--- src/rtl/div_unit_if.sv ---
// Operand/result bundle between the execute stage and the multi-cycle divider.
// The master side drives the request, the slave side (the divider) returns results.
interface div_unit_if #(
    parameter int WIDTH = 32
);
    logic             start;
    logic             signed_div;
    logic             cancel;
    logic [WIDTH-1:0] a;
    logic [WIDTH-1:0] b;
    logic             stall_req;
    logic             busy;
    logic             done;
    logic [WIDTH-1:0] quotient;
    logic [WIDTH-1:0] remainder;

    modport master (
        output start, signed_div, cancel, a, b,
        input  stall_req, busy, done, quotient, remainder
    );

    modport slave (
        input  start, signed_div, cancel, a, b,
        output stall_req, busy, done, quotient, remainder
    );
endinterface

--- src/rtl/div_unit.sv ---
// Restoring 32-bit DIV/DIVU unit: one quotient bit per cycle on magnitudes,
// sign correction applied when the results are committed to the HI/LO outputs.
module div_unit #(
    parameter int WIDTH = 32,
    parameter int CNT_W = 6
) (
    input logic       clk,
    input logic       rst,
    div_unit_if.slave bus
);

    typedef enum logic [1:0] {
        IDLE = 2'd0,
        DIV  = 2'd1,
        DONE = 2'd2
    } state_e;

    state_e           state_q, state_d;
    logic [WIDTH-1:0] rem_q, rem_d;
    logic [WIDTH-1:0] quo_q, quo_d;
    logic [WIDTH-1:0] divisor_q, divisor_d;
    logic [WIDTH-1:0] dividendRaw_q, dividendRaw_d;
    logic [WIDTH-1:0] quotient_q, quotient_d;
    logic [WIDTH-1:0] remainder_q, remainder_d;
    logic             negQuo_q, negQuo_d;
    logic             negRem_q, negRem_d;
    logic             divZero_q, divZero_d;
    logic             busy_q, busy_d;
    logic             done_q, done_d;
    logic [CNT_W-1:0] cnt_q, cnt_d;

    logic             accept;
    logic             aNeg;
    logic             bNeg;
    logic [WIDTH:0]   shifted;
    logic [WIDTH:0]   trial;

    always_ff @(posedge clk or posedge rst) begin
        if (rst) begin
            state_q       <= IDLE;
            rem_q         <= '0;
            quo_q         <= '0;
            divisor_q     <= '0;
            dividendRaw_q <= '0;
            quotient_q    <= '0;
            remainder_q   <= '0;
            negQuo_q      <= 1'b0;
            negRem_q      <= 1'b0;
            divZero_q     <= 1'b0;
            busy_q        <= 1'b0;
            done_q        <= 1'b0;
            cnt_q         <= '0;
        end else begin
            state_q       <= state_d;
            rem_q         <= rem_d;
            quo_q         <= quo_d;
            divisor_q     <= divisor_d;
            dividendRaw_q <= dividendRaw_d;
            quotient_q    <= quotient_d;
            remainder_q   <= remainder_d;
            negQuo_q      <= negQuo_d;
            negRem_q      <= negRem_d;
            divZero_q     <= divZero_d;
            busy_q        <= busy_d;
            done_q        <= done_d;
            cnt_q         <= cnt_d;
        end
    end

    always_comb begin
        state_d       = state_q;
        rem_d         = rem_q;
        quo_d         = quo_q;
        divisor_d     = divisor_q;
        dividendRaw_d = dividendRaw_q;
        quotient_d    = quotient_q;
        remainder_d   = remainder_q;
        negQuo_d      = negQuo_q;
        negRem_d      = negRem_q;
        divZero_d     = divZero_q;
        done_d        = 1'b0;
        cnt_d         = cnt_q;

        accept  = (state_q == IDLE) && bus.start && !bus.cancel;
        aNeg    = bus.signed_div && bus.a[WIDTH-1];
        bNeg    = bus.signed_div && bus.b[WIDTH-1];
        // The dividend MSB enters the partial remainder; the quotient bit fills the vacated LSB.
        shifted = {rem_q, quo_q[WIDTH-1]};
        trial   = shifted - {1'b0, divisor_q};

        case (state_q)
            IDLE: begin
                if (accept) begin
                    state_d       = DIV;
                    quo_d         = aNeg ? -bus.a : bus.a;
                    divisor_d     = bNeg ? -bus.b : bus.b;
                    rem_d         = '0;
                    cnt_d         = '0;
                    negQuo_d      = aNeg ^ bNeg;
                    negRem_d      = aNeg;
                    divZero_d     = (bus.b == '0);
                    dividendRaw_d = bus.a;
                end
            end
            DIV: begin
                if (!trial[WIDTH]) begin
                    rem_d = trial[WIDTH-1:0];
                    quo_d = {quo_q[WIDTH-2:0], 1'b1};
                end else begin
                    rem_d = shifted[WIDTH-1:0];
                    quo_d = {quo_q[WIDTH-2:0], 1'b0};
                end
                cnt_d = cnt_q + 1'b1;
                if (cnt_q == CNT_W'(WIDTH - 1)) begin
                    state_d = DONE;
                end
            end
            DONE: begin
                state_d     = IDLE;
                done_d      = 1'b1;
                quotient_d  = divZero_q ? '1 : (negQuo_q ? -quo_q : quo_q);
                remainder_d = divZero_q ? dividendRaw_q : (negRem_q ? -rem_q : rem_q);
            end
            default: begin
                state_d = IDLE;
            end
        endcase

        // A flush wins over everything, including a result about to be committed.
        if (bus.cancel) begin
            state_d     = IDLE;
            done_d      = 1'b0;
            quotient_d  = quotient_q;
            remainder_d = remainder_q;
        end

        busy_d = (state_d == DIV);
    end

    assign bus.stall_req = accept || (state_q == DIV);
    assign bus.busy      = busy_q;
    assign bus.done      = done_q;
    assign bus.quotient  = quotient_q;
    assign bus.remainder = remainder_q;

endmodule

--- src/flat_wrapper.sv ---
// flat-port wrapper written by rule: the top's interface ports become plain ports
module div_unit_flat 
#(
    parameter int WIDTH = 32,
    parameter int CNT_W = 6
)
  (clk, rst, bus_start, bus_signed_div, bus_cancel, bus_a, bus_b, bus_stall_req, bus_busy, bus_done, bus_quotient, bus_remainder);
  div_unit_if #(.WIDTH(WIDTH)) bus_i ();
  input logic clk;
  input logic rst;
  input wire logic [$bits(bus_i.start)-1:0] bus_start;
  input wire logic [$bits(bus_i.signed_div)-1:0] bus_signed_div;
  input wire logic [$bits(bus_i.cancel)-1:0] bus_cancel;
  input wire logic [$bits(bus_i.a)-1:0] bus_a;
  input wire logic [$bits(bus_i.b)-1:0] bus_b;
  output wire logic [$bits(bus_i.stall_req)-1:0] bus_stall_req;
  output wire logic [$bits(bus_i.busy)-1:0] bus_busy;
  output wire logic [$bits(bus_i.done)-1:0] bus_done;
  output wire logic [$bits(bus_i.quotient)-1:0] bus_quotient;
  output wire logic [$bits(bus_i.remainder)-1:0] bus_remainder;
  assign bus_i.start = bus_start;
  assign bus_i.signed_div = bus_signed_div;
  assign bus_i.cancel = bus_cancel;
  assign bus_i.a = bus_a;
  assign bus_i.b = bus_b;
  assign bus_stall_req = bus_i.stall_req;
  assign bus_busy = bus_i.busy;
  assign bus_done = bus_i.done;
  assign bus_quotient = bus_i.quotient;
  assign bus_remainder = bus_i.remainder;
  div_unit #(.WIDTH(WIDTH), .CNT_W(CNT_W)) u_core (.clk(clk), .rst(rst), .bus(bus_i));
endmodule
--- config.mk ---
export PLATFORM = sky130hd
export DESIGN_NAME = div_unit_flat
export DESIGN_NICKNAME = d
export VERILOG_FILES = /design/src/rtl/div_unit_if.sv /design/src/rtl/div_unit.sv /design/src/flat_wrapper.sv
export SDC_FILE = /design/constraint.sdc
export NUM_CORES = 1
export LEC_CHECK = 0
export CORE_AREA = 2 2 253 205
export DETAILED_ROUTE_END_ITERATION = 10
export DIE_AREA = 0 0 255 207
export GPL_ROUTABILITY_DRIVEN = 0
export SLEW_MARGIN = 20
export SYNTH_ARGS = -nofsm -noshare
export SYNTH_HDL_FRONTEND = slang
export SYNTH_SLANG_ARGS = --single-unit
export TNS_END_PERCENT = 10
--- constraint.sdc ---
create_clock -name clk -period 8.68 [get_ports clk]
set_clock_uncertainty 0.15 [all_clocks]
set_input_delay 1.736 -clock clk [delete_from_list [all_inputs] [get_ports clk]]
set_output_delay 1.736 -clock clk [all_outputs]
set_load 0.05 [all_outputs]
==> metrics <==
Syn Area/Cell=8.58 sq um; clk_lat worst skew=530 ps; status=finished clean; family with the most delay on the worst path=buffers and inverters; core area=50,500 sq um; Cells after Synth=1,455; CTS root buf=clkbuf_16; Yosys cell types=69; Mapped Area=12,500 sq um; kind of critical path=input port to output port; # rows=74; worst hold path class=flip-flop to flip-flop; number of antenna diodes=0; Max-Cap Viols=0; post-DP HPWL=26,500 microns; start of the worst register-to-register path=u_core.quo_q[31]; postcts setup bufs=0; Worst setup endpoint=bus_stall_req; routed length per placed instance=16.1 microns; CP endpoint kind=output port; crit-path max FO=67; initial antenna violation count=4; share of cells above drive strength 1=4.85%; vias in the first global route=10.3k; TritonCTS buffer count=24; Layout area overhead=22.5%; nets@finish=1,656; Synth Register Bits=205; Tcrit/Tclk final=68.4%; H-tree levels=1; DRT antenna net count=0; largest net degree at the start of global routing=135; DR vias=10.6k; Worst R2R Setup Slack=4950 ps; data required time of the worst path=6790 ps; total wire length=36,200 microns; worst path bufs/invs=4; first-pass GRT wire length=57,500 microns; ordered cell list for the critical path=clkdlybuf4s50_1, nor2b_1, o21bai_4, buf_4, inv_1, clkdlybuf4s50_1; Max clock buf depth=3; Cell Count, Final, Fillers Out=2,250; DR DRC count=0; post-CTS sizing=0; DP Cell Count=2,205; First-pass DRT Iterations=5; Initial DRC Count=672; CTS tree=done; Slew @ Worst Pin=1040 ps; Synthesis Warnings=0; Final Worst Setup Slack=2750 ps; Reg area=5130 sq um; Slowest Stage Delay on Critical Path=750 ps; Worst slew margin=30.4%; Die H=207 microns; die area=52,800 sq um; Startpoint Class=input port; final hold slack=323 ps; R2R cell count=14; RSZ-0062 raised after global routing=false; Total GRT Usage=13.6%; Die Width=255 microns; PwrDens=263 nW/um^2; Crit. Startpoint=bus_cancel; total congestion overflow=0; Fill cells=5,251; Hold Violations, Final=0; Total Power=4020 uW; Synth Net Count=1,562; Sum Neg Setup Slack=0 ps; # IOs=136; VDD IR-drop max=187 uV; maximum operating frequency=169 MHz; Crit. path cell count=6; input/output buffers=135; post-synthesis sequential area ratio=41.1%; CTS sink count=205; multi-input combinational cell area=6830 sq um; Initial Utilization=24.7%; Leak=0.00651 uW; fin crit period=5930 ps; CP Data Arrival Time=4050 ps; EDFF count, synth=0; post-synthesis async set-or-reset flop share=100%; reg-to-reg endpoint=u_core.rem_q[0]; clock-pin slew on the worst setup and hold paths=60 ps; vias per inst=4.72; cell at the slowest stage of the critical path=clkdlybuf4s50_1; crit-path most repeated cell=clkdlybuf4s50_1; DP Worst Slack=2760 ps; hold buffer count at cts=0; ys flop type=dfrtp_1; Final Max Tran Viols=0; setup violators final=0
[report_power, final]
part	internal, uW	switching (uW)
Sequential	1100	207
Combinational	727	957
Clock	609	414
[worst register-to-register path, stage by stage (launching register included)]
cell	delay, ps
dfrtp_1	450
inv_1	150
ha_1	230
fa_1	410
nand2b_1	180
a21oi_1	240
o21ai_1	140
nand2_2	120
o22a_4	190
nand3_4	90
a31oi_4	200
xor2_4	200
buf_4	490
mux2i_1	300
a22o_1	150
[registers in the layout, summed over array words and instances, names as in the netlist]
name	cells
u_core.cnt_q	6
u_core.divisor_q	32
u_core.bus.quotient	32
u_core.bus.remainder	32
u_core.rem_q	32
u_core.dividendRaw_q	32
u_core.quo_q	32
u_core.bus.busy	1
u_core.state_q	2
u_core.negRem_q	1
u_core.bus.done	1
u_core.negQuo_q	1
u_core.divZero_q	1
[cells by family (layout without fill, tap and decap cells)]
family	count (synthesis)	after routing	share of synthesized area [%]
AND/OR/NAND/NOR	479	479	17.1
AO/OA/AOI/OAI	417	417	20.3
flip-flops	205	205	41.1
XOR/XNOR	148	148	10.5
buffers and inverters	135	246	4.47
adder cells (fa/ha/maj)	38	38	3.87
multiplexers	33	33	2.65
[worst min path at each step]
stage	start	endpoint	slack [ps]	depth (start not counted)
global placement	u_core.dividendRaw_q[28]	u_core.dividendRaw_q[28]	300	2
global route	u_core.dividendRaw_q[26]	u_core.dividendRaw_q[26]	340	2
floorplan	u_core.dividendRaw_q[26]	u_core.dividendRaw_q[26]	290	2
detailed placement	u_core.dividendRaw_q[26]	u_core.dividendRaw_q[26]	310	2
finish	u_core.dividendRaw_q[26]	u_core.dividendRaw_q[26]	320	2
CTS	u_core.dividendRaw_q[26]	u_core.dividendRaw_q[26]	330	2
[metal layers]
layer / GRT usage (%) / share of wire, %
met2: 21.3 / 45
met3: 2.97 / 5.5
met1: 19.4 / 48
met4: 2.60 / 1.6
met5: 0 / 0.15
[placed cells by master (no fill, tap or decap), types with 8 or more instances in the layout]
master           instances
o21ai_0                135
nor2_1                 102
nor2b_1                  9
mux2i_1                 33
nand4_1                  9
xor2_1                  91
inv_1                   56
o31ai_1                 29
nand3_1                 16
nor4_1                  11
and3_1                  11
nor3_1                  21
clkdlybuf4s50_1        135
buf_4                    9
clkbuf_16               25
nand2_1                252
nand2b_1                14
a21oi_1                109
o21ai_1                 37
xnor2_1                 56
a21o_1                  15
clkbuf_1                 8
ha_1                    37
dfrtp_1                204
o41ai_1                 14
a22oi_1                 29
[cell type report]
cell class	instances	area share (%)
inverter	57	1.45
timing repair buffer	146	9.56
sequential	205	33.6
clock buffer	39	4.83
multi-input combinational	1115	44.7
tap	684	5.60
clock inverter	4	0.319
[stage by stage]
step	utilization, %	instance area [sq um]
after detailed placement	28.6	14400
after CTS	30.2	15200
after floorplan	-	12500
final	30.3	15300
after global routing	30.3	15300
after global placement	28.6	14400
[Yosys cell counts, types with 7 or more instances]
master | count | area [sq um]
clkbuf_1 | 65 | 244
inv_1 | 57 | 214
nor2_1 | 103 | 387
o21ai_0 | 135 | 676
or3_1 | 7 | 43.8
mux2i_1 | 33 | 330
o21ai_1 | 37 | 185
nor2b_1 | 10 | 62.6
o41ai_1 | 14 | 123
ha_1 | 37 | 463
and3_1 | 11 | 68.8
a21o_1 | 15 | 113
a21oi_1 | 109 | 546
dfrtp_1 | 205 | 5130
or4_1 | 7 | 52.6
nor3_1 | 21 | 105
a31oi_1 | 7 | 43.8
xnor2_1 | 56 | 490
nand2_1 | 253 | 950
nand4_1 | 9 | 56.3
a22oi_1 | 29 | 218
nor4_1 | 11 | 68.8
nand2b_1 | 14 | 87.6
xor2_1 | 91 | 797
o31ai_1 | 29 | 218
nand3_1 | 16 | 80.1
(Power assumes the default switching activity.)
